**src/rtl/fmul_round_pack.sv**
```systemverilog
// Back end of a single-precision multiplier. It normalizes the raw 48-bit product and
// rounds it to nearest-even, then packs the IEEE-754 word over two pipeline stages with backpressure.
module fmul_round_pack (
    input  logic        clk,
    input  logic        rst_n,
    input  logic        in_valid,
    output logic        in_ready,
    input  logic        in_sign,
    input  logic [9:0]  in_exp,
    input  logic [47:0] in_mant,
    input  logic        in_nan,
    input  logic        in_inf,
    input  logic        in_zero,
    output logic        out_valid,
    input  logic        out_ready,
    output logic [31:0] out_result,
    output logic [3:0]  out_flags,
    output logic [3:0]  sticky_flags,
    input  logic        flags_clr,
    output logic [15:0] op_count
);

    localparam logic [1:0] CLS_NORM = 2'd0;
    localparam logic [1:0] CLS_ZERO = 2'd1;
    localparam logic [1:0] CLS_INF  = 2'd2;
    localparam logic [1:0] CLS_NAN  = 2'd3;

    logic               s1_valid_q;
    logic               s1_sign_q,  s1_sign_d;
    logic signed [10:0] s1_exp_q,   s1_exp_d;
    logic [22:0]        s1_frac_q,  s1_frac_d;
    logic               s1_g_q,     s1_g_d;
    logic               s1_s_q,     s1_s_d;
    logic [1:0]         s1_cls_q,   s1_cls_d;

    logic               s2_valid_q;
    logic [31:0]        s2_result_q, s2_result_d;
    logic [3:0]         s2_flags_q,  s2_flags_d;
    logic [3:0]         sticky_q,    sticky_d;
    logic [15:0]        count_q,     count_d;

    logic               s2_adv, s1_adv, out_acc;
    logic               round_up, inexact;
    logic [23:0]        frac_rnd;
    logic signed [10:0] exp_rnd;

    assign s2_adv   = !s2_valid_q || out_ready;
    assign s1_adv   = !s1_valid_q || s2_adv;
    assign in_ready = s1_adv && rst_n;
    assign out_acc  = s2_valid_q && out_ready;

    // S1: normalize to 1.f with guard and sticky; exponent widened so overflow stays visible
    always_comb begin
        s1_sign_d = in_sign;
        if (in_mant[47]) begin
            s1_frac_d = in_mant[46:24];
            s1_g_d    = in_mant[23];
            s1_s_d    = |in_mant[22:0];
            s1_exp_d  = {in_exp[9], in_exp} + 11'sd1;
        end else begin
            s1_frac_d = in_mant[45:23];
            s1_g_d    = in_mant[22];
            s1_s_d    = |in_mant[21:0];
            s1_exp_d  = {in_exp[9], in_exp};
        end
        if (in_nan)       s1_cls_d = CLS_NAN;
        else if (in_inf)  s1_cls_d = CLS_INF;
        else if (in_zero) s1_cls_d = CLS_ZERO;
        else              s1_cls_d = CLS_NORM;
    end

    // S2: round to nearest even; a carry out of the fraction bumps the exponent
    always_comb begin
        round_up = s1_g_q && (s1_s_q || s1_frac_q[0]);
        inexact  = s1_g_q || s1_s_q;
        frac_rnd = {1'b0, s1_frac_q} + {23'd0, round_up};
        exp_rnd  = s1_exp_q + {10'd0, frac_rnd[23]};
        case (s1_cls_q)
            CLS_NAN: begin
                s2_result_d = 32'h7FC0_0000;
                s2_flags_d  = 4'b1000;
            end
            CLS_INF: begin
                s2_result_d = {s1_sign_q, 8'hFF, 23'd0};
                s2_flags_d  = 4'b0000;
            end
            CLS_ZERO: begin
                s2_result_d = {s1_sign_q, 31'd0};
                s2_flags_d  = 4'b0000;
            end
            default: begin
                if (exp_rnd >= 11'sd255) begin
                    s2_result_d = {s1_sign_q, 8'hFF, 23'd0};
                    s2_flags_d  = 4'b0101;
                end else if (exp_rnd <= 11'sd0) begin
                    s2_result_d = {s1_sign_q, 31'd0};
                    s2_flags_d  = 4'b0011;
                end else begin
                    s2_result_d = {s1_sign_q, exp_rnd[7:0], frac_rnd[22:0]};
                    s2_flags_d  = {3'b000, inexact};
                end
            end
        endcase
    end

    always_comb begin
        if (out_acc)        sticky_d = (flags_clr ? 4'd0 : sticky_q) | s2_flags_q;
        else if (flags_clr) sticky_d = 4'd0;
        else                sticky_d = sticky_q;
        count_d = count_q + {15'd0, out_acc};
    end

    always_ff @(posedge clk) begin
        if (!rst_n) begin
            s1_valid_q  <= 1'b0;
            s1_sign_q   <= 1'b0;
            s1_exp_q    <= 11'sd0;
            s1_frac_q   <= 23'd0;
            s1_g_q      <= 1'b0;
            s1_s_q      <= 1'b0;
            s1_cls_q    <= CLS_NORM;
            s2_valid_q  <= 1'b0;
            s2_result_q <= 32'd0;
            s2_flags_q  <= 4'd0;
            sticky_q    <= 4'd0;
            count_q     <= 16'd0;
        end else begin
            if (s1_adv) begin
                s1_valid_q <= in_valid;
                if (in_valid) begin
                    s1_sign_q <= s1_sign_d;
                    s1_exp_q  <= s1_exp_d;
                    s1_frac_q <= s1_frac_d;
                    s1_g_q    <= s1_g_d;
                    s1_s_q    <= s1_s_d;
                    s1_cls_q  <= s1_cls_d;
                end
            end
            if (s2_adv) begin
                s2_valid_q <= s1_valid_q;
                if (s1_valid_q) begin
                    s2_result_q <= s2_result_d;
                    s2_flags_q  <= s2_flags_d;
                end
            end
            sticky_q <= sticky_d;
            count_q  <= count_d;
        end
    end

    assign out_valid    = s2_valid_q;
    assign out_result   = s2_result_q;
    assign out_flags    = s2_flags_q;
    assign sticky_flags = sticky_q;
    assign op_count     = count_q;

endmodule

```
**config.mk**
```make
export PLATFORM = sky130hd
export DESIGN_NAME = fmul_round_pack
export DESIGN_NICKNAME = d
export VERILOG_FILES = /design/src/rtl/fmul_round_pack.sv
export SDC_FILE = /design/constraint.sdc
export NUM_CORES = 1
export LEC_CHECK = 0
export ABC_AREA = 1
export CORE_AREA = 2 2 160 115
export DETAILED_ROUTE_END_ITERATION = 16
export DIE_AREA = 0 0 162 117
export PLACE_DENSITY = 0.52
export REMOVE_ABC_BUFFERS = 1
export SKIP_CTS_REPAIR_TIMING = 1
export SLEW_MARGIN = 20
export SYNTH_ARGS = -nofsm -noshare
export SYNTH_HDL_FRONTEND = slang
export SYNTH_SLANG_ARGS = --single-unit
```
**constraint.sdc**
```tcl
create_clock -name clk -period 5.1 [get_ports clk]
set_clock_uncertainty 0.05 [all_clocks]
set_input_delay 0.765 -clock clk [delete_from_list [all_inputs] [get_ports clk]]
set_output_delay 0.765 -clock clk [all_outputs]
set_load 0.01 [all_outputs]
```
==> metrics.cfg, run 1 <==
[status]
status=completed

[place]
hpwl_um=10200
gp_congestion=0.839
place.port_buffers=124
postPlaceCellArea_um2=6550

[power_and_ir_drop]
p_switching_w=0.000472
p_comb_share_pct=14.9
pwr-share-clk_pct=38.7
seq_power_share_pct=46.4
peakVddDrop_mv=0.129
switching_share_pct=26.5
p_leak_nw=2.69
p_int_w=0.00131
power_density_nw_per_um2=260

[final_layout]
antenna_cells=0
fin_nets=937
area_delta_synth_final_pct=33.9
fillerInstances=1905
multi_input_area_um2=2690
drive_gt1_share_pct=7.60
stdcell_area_um2=6850
seq_area_um2=1940

[synth]
yosysTopAreaCellShare_pct=38.0
synth_area_um2=5110
synth_xor_area_share_pct=2.23
synth-edff-count=0
async_flop_share_pct=0
synth_top_family_by_area=simple AND/OR/NAND/NOR gates
postSynthAreaPerCell_um2=6.79
synthCells=753
synth_seq_cells=97
yosysSeqAreaShare_pct=38.0
synth_top_cell_by_area=dfxtp_1
synth_simple_gate_area_share_pct=28.8
synthFlopType=dfxtp_1
yosysWarnings=0
synth-adder-area-share_pct=1.71
synth-compound-area-share_pct=19.9
synth_cell_types=35
synth.area.top_cells=dfxtp_1, nand2_1, a21oi_1
synth.area.mux_share_pct=0

[sta]
worstMarginPinSlew_ns=0.702
finalCriticalPeriod_ns=4.07
rsz0062_at_grt=false
fmax_ghz=0.246
hold_violations=0
post-route-period-util_pct=79.7
slew_violations=0
slew_headroom_pct=53.1
tns_ns=0
setup_viol=0

[setup_path]
worst_path_largest_cell_delay_ns=0.57
path_common_cell=nand2_1
crit_type=flop to flop
required_ns=5.33
end_kind=flop
critPathSlowestCell=nor2_4
crit_arrival_ns=4.29
cp-start-kind=flop
cp_max_fo=23
crit_chain=nor2_1, nor2_1, ha_1, nand3_1, nor2_2, nand2_1, nor2_1, nand4_1, nor3_1, ha_1, ha_1, nand2_2, nor2_2, nand2_1, nand2_1, nand2_1, inv_2, nand2_2, nor2_4, nand3_2, nor2_4, o21ai_0, a21oi_1

[run]
cap_violations=0

[global_route]
grt_antenna_before_repair=0
grt_pass1_wl_um=22600
grt_pass1_vias=4515
track_usage_pct=14.9
grt_max_degree=61
grt.overflow.total=0

[die]
die_x_um=162
ioPinCount=125
core_area_um2=17500
fp-row-count=41
die_h_um=117
start_util_pct=29.1
die-area_um2=19000

[clocking]
cts_buffer_depth=2
ctsHtreeMaxLevel=3
cts_tree=done
clock-root-buffer=clkbuf_16
cts_buffers=9
worstSkewPairLatency_ns=0.34
clk_pin_slew_ns=0.07
cts.sinks=97

[route]
wire_per_inst_um=12.4
num_vias=5035
wl_um=13700
via_per_inst=4.56
drt_iter0_drc=264
drc=0
ant_nets=0
drt_first_pass_iters=4

[hold_path]
worstHoldPathType=flop to flop

worst max-delay path, delay by kind of cell (launching register included):
| family | cells | cell delay, ns |
|---|---|---|
| AO/OA/AOI/OAI | 2 | 0.35 |
| adder cells (fa/ha/maj) | 3 | 0.69 |
| buffers and inverters | 1 | 0.06 |
| flip-flops | 1 | 0.36 |
| AND/OR/NAND/NOR | 17 | 2.50 |
synthesized netlist by cell type (5+ instances only):
master and number:
a21oi_1 105, a21oi_2 11, clkbuf_1 26, dfxtp_1 97
ha_1 7, inv_1 87, nand2_1 160, nand2_2 5
nand3_1 37, nand3_2 12, nand4_1 15, nor2_1 69
nor3_1 6, nor4_1 7, o21ai_0 61, xnor2_1 6
xor2_1 7
through the flow:
step                      setup slack, ns  std cells  power, W  util [%]  hold WS [ns]
after floorplan                      1.67        722  0.000970         -         0.380
after global placement               1.08       1088   0.00111      37.3         0.405
after detailed placement            0.983       1088   0.00111      37.3         0.408
after CTS                           0.968       1104   0.00180      39.0         0.417
after global routing                0.469       1104   0.00187      39.0         0.427
final                                1.03       1104   0.00178      39.0         0.418
power by group through the flow:
stage                     Combinational (W)  Sequential [W]  Clock, W
after detailed placement           0.000265        0.000843         0
after global routing               0.000298        0.000831  0.000742
after CTS                          0.000267        0.000825  0.000705
after floorplan                    0.000133        0.000837         0
after global placement             0.000266        0.000843         0
final                              0.000265        0.000826  0.000689
flip-flops by register name (all words and copies together), names as in the netlist, 2 cells and up:
register,cells
s1_frac_q,23
s1_exp_q,11
s1_cls_q,2
out_result,32
op_count,16
out_flags,4
sticky_flags,4
final timing paths:
path / from / end / slack (ns) / cells after the start
setup reg to reg: s1_s_q / out_result[20] / 1.03 / 23
hold / removal: out_result[20] / out_result[20] / 0.42 / 2
hold reg to reg: out_result[20] / out_result[20] / 0.42 / 2
setup / recovery: s1_s_q / out_result[20] / 1.03 / 23
cell families after synthesis:
logic type                 count (synthesis)
and+or+nand+nor                          325
adders and majority gates                  7
buffers and inverters                    122
xor gates and xnor gates                  13
DFF                                       97
AOI/OAI and AO/OA                        189
per-layer routing:
| metal | track usage, % | vias up | part of all wire, % |
|---|---|---|---|
| met2 | 20.6 | 126 | 37 |
| li1 | - | 2690 | - |
| met1 | 22.9 | 2210 | 56 |
| met5 | 0 | - | 0 |
| met3 | 3.95 | 9 | 5.9 |
| met4 | 2.65 | 0 | 0.62 |
final cells by class:
type | instances | area share (%)
Clock inverter | 4 | 0.767
Sequential cell | 97 | 28.4
Clock buffer | 12 | 3.60
Timing Repair Buffer | 130 | 18.6
Tap cell | 236 | 4.31
Multi-Input combinational cell | 534 | 39.3
Inverter | 91 | 4.99
placed cells by master (no fill, tap or decap), types with 4 or more instances in the layout:
master	synthesis	routed
nand2_2	5	5
nand3_2	12	12
clkdlybuf4s50_1	0	122
ha_1	7	7
nor4_1	7	7
nand2_1	160	160
nand4_1	15	15
a21oi_2	11	11
o21ai_0	61	61
nor2_4	4	4
buf_4	0	6
xnor2_1	6	6
nor3_1	6	6
o21bai_1	4	4
xor2_1	7	7
dfxtp_1	97	97
or2_2	4	4
nand3_1	37	37
a21oi_1	105	105
clkbuf_16	0	9
inv_1	87	87
nor2_2	4	4
nor2_1	69	69
No activity file was read; power rests on OpenSTA's default activity.
==> inputs of run 2 (changes only) <==
==> constraint.sdc (replaced) <==
create_clock -name clk -period 4 [get_ports clk]
set_clock_uncertainty 0.05 [all_clocks]
set_input_delay 0.6 -clock clk [delete_from_list [all_inputs] [get_ports clk]]
set_output_delay 0.6 -clock clk [all_outputs]
set_load 0.01 [all_outputs]
==> run 2 against run 1 <==
  * Critical path depth is 1 lower
  * Flip-flop and latch count stayed put
  * Sequential power is 27% higher
  * Via count is 0.85% lower
  * Total power is 27% higher
  * Cell count is 0.63% higher
  * Clock power is 25% higher
  * Die area stayed put
  * Count of clock-buffer cells in the layout is 2 lower
  * Setup slack worse by 0.63 ns
  * Sequential share of layout area is 0.37 points lower
  * Critical endpoint unchanged
  * Register-to-register slack worse by 0.63 ns
==> metrics.cfg, run 2 (synthesis results as in run 1) <==
[global_route]
grt_pass1_wl_um=23200
grt.overflow.total=0
track_usage_pct=15.2
grt_antenna_before_repair=0
grt_max_degree=60
grt_pass1_vias=4601

[route]
via_per_inst=4.49
drt_first_pass_iters=4
wl_um=14100
drt_iter0_drc=282
wire_per_inst_um=12.7
drc=0
num_vias=4992
ant_nets=0

[final_layout]
largest_register_ffs=32
layout_common_cells=nand2_1, clkdlybuf4s50_1, a21oi_1, dfxtp_1, inv_1
drive_gt1_share_pct=8.57
finalNonFillerCells=1111
antenna_cells=0
layout_commonest_cell=nand2_1
stdcell_area_um2=6940
area_delta_synth_final_pct=35.7
fin_nets=944

[power_and_ir_drop]
p_leak_nw=2.74
peakVddDrop_mv=0.183
power_density_nw_per_um2=326

[setup_path]
crit_arrival_ns=3.75
worst_path_largest_cell_delay_ns=0.36
reg2reg_depth=22
path_buf_inv=2
crit_family=simple AND/OR/NAND/NOR gates
cp_max_fo=12
worstSetupPathDepth=22
critPathCapture=out_result[20]
rr_endpoint=out_result[20]
path_common_cell=nor2_1
end_kind=flop
crit_start=s1_frac_q[0]
cp-start-kind=flop
critPathSlowestCell=dfxtp_1
crit_type=flop to flop
regToRegSetupSlack_ns=0.40
r2r-start=s1_frac_q[0]
required_ns=4.15
crit_chain=nor2_1, nor2_1, ha_1, nand3_1, nor2_2, nand2_1, nor2_1, nand4_1, nor3_1, ha_1, ha_1, inv_1, nand2_1, a21oi_1, nand2_1, nor2_1, nand3_1, o21bai_4, nor2_4, buf_12, o21ai_0, a21oi_1

[clocking]
clk_pin_slew_ns=0.06
worstSkewPairLatency_ns=0.34
clock-root-buffer=clkbuf_16
cts_buffers=9
cts_buffer_depth=2
cts_tree=done
cts.sinks=97
ctsHtreeMaxLevel=3

[sta]
setup_viol=0
finalCriticalPeriod_ns=3.60
fmax_ghz=0.278
rsz0062_at_grt=false
post-route-period-util_pct=90.0
hold_violations=0
slew_violations=0
tns_ns=0
hold_ws_ns=0.418
slew_headroom_pct=62.4
worstMarginPinSlew_ns=0.564

[place]
postPlaceCellArea_um2=6580
placed_cells=1092
hpwl_um=10400
gp_congestion=0.829
place.port_buffers=124

[die]
start_util_pct=29.1
die_h_um=117
core_area_um2=17500
die-area_um2=19000
fp-row-count=41
ioPinCount=125
die_x_um=162

[hold_path]
worstHoldPathType=flop to flop

[status]
status=completed

[run]
cap_violations=0

[run 2: cell count changes in the layout (fill, tap and decap cells not counted), sizes merged]
| cell | change |
|---|---|
| buf | +6 |
| clkbuf | -2 |
| clkinv | +2 |
| clkinvlp | -1 |
| inv | +1 |
| nor2 | +1 |
[run 2: power breakdown]
| group | internal, W | switching [W] | total [W] |
|---|---|---|---|
| Clock | 0.000487 | 0.000373 | 0.000861 |
| Combinational | 0.000162 | 0.000187 | 0.000349 |
| Sequential | 0.00101 | 0.0000439 | 0.00105 |
| Total | 0.00166 | 0.000604 | 0.00226 |
[run 2: worst min-delay path by stage]
stage | start | endpoint | slack [ns] | cells after the start
floorplan | s1_sign_q | s1_sign_q | 0.38 | 2
global placement | sticky_flags[0] | sticky_flags[0] | 0.40 | 2
detailed placement | sticky_flags[2] | sticky_flags[2] | 0.41 | 2
CTS | sticky_flags[2] | sticky_flags[2] | 0.42 | 2
global route | out_result[16] | out_result[16] | 0.44 | 2
finish | out_result[16] | out_result[16] | 0.42 | 2
[run 2: stage by stage]
| step | power [W] | worst slack [ns] | utilization, % |
|---|---|---|---|
| global route | 0.00238 | 0.00562 | 39.5 |
| global placement | 0.00142 | 0.298 | 37.5 |
| finish | 0.00226 | 0.402 | 39.5 |
| detailed placement | 0.00141 | 0.0602 | 37.5 |
| CTS | 0.00228 | 0.0114 | 39.2 |
| floorplan | 0.00124 | 0.573 | - |
[run 2: layout make-up]
class / instances / area [um^2]
fillers: 1885 / 10600
repair buffers: 136 / 1350
clock inverters: 6 / 67.6
multi-input cells: 535 / 2720
inverters: 91 / 342
flip-flops and latches: 97 / 1940
clock buffers: 10 / 229
well taps: 236 / 295
[run 2: per-layer routing]
metal | track usage [%] | vias up | wire length (um)
li1 | - | 2717 | -
met1 | 23.4 | 2151 | 7880
met2 | 21.6 | 116 | 5410
met3 | 3.28 | 8 | 748
met4 | 2.83 | 0 | 85
met5 | 0 | - | 0
[run 2: worst reg2reg max path, stage by stage (launching register included)]
cell and delay (ns):
dfxtp_1 0.36, nor2_1 0.05, nor2_1 0.09, ha_1 0.17, nand3_1 0.12, nor2_2 0.16
nand2_1 0.11, nor2_1 0.14, nand4_1 0.18, nor3_1 0.25, ha_1 0.26, ha_1 0.31
inv_1 0.08, nand2_1 0.05, a21oi_1 0.13, nand2_1 0.07, nor2_1 0.09, nand3_1 0.14
o21bai_4 0.26, nor2_4 0.08, buf_12 0.15, o21ai_0 0.08, a21oi_1 0.09
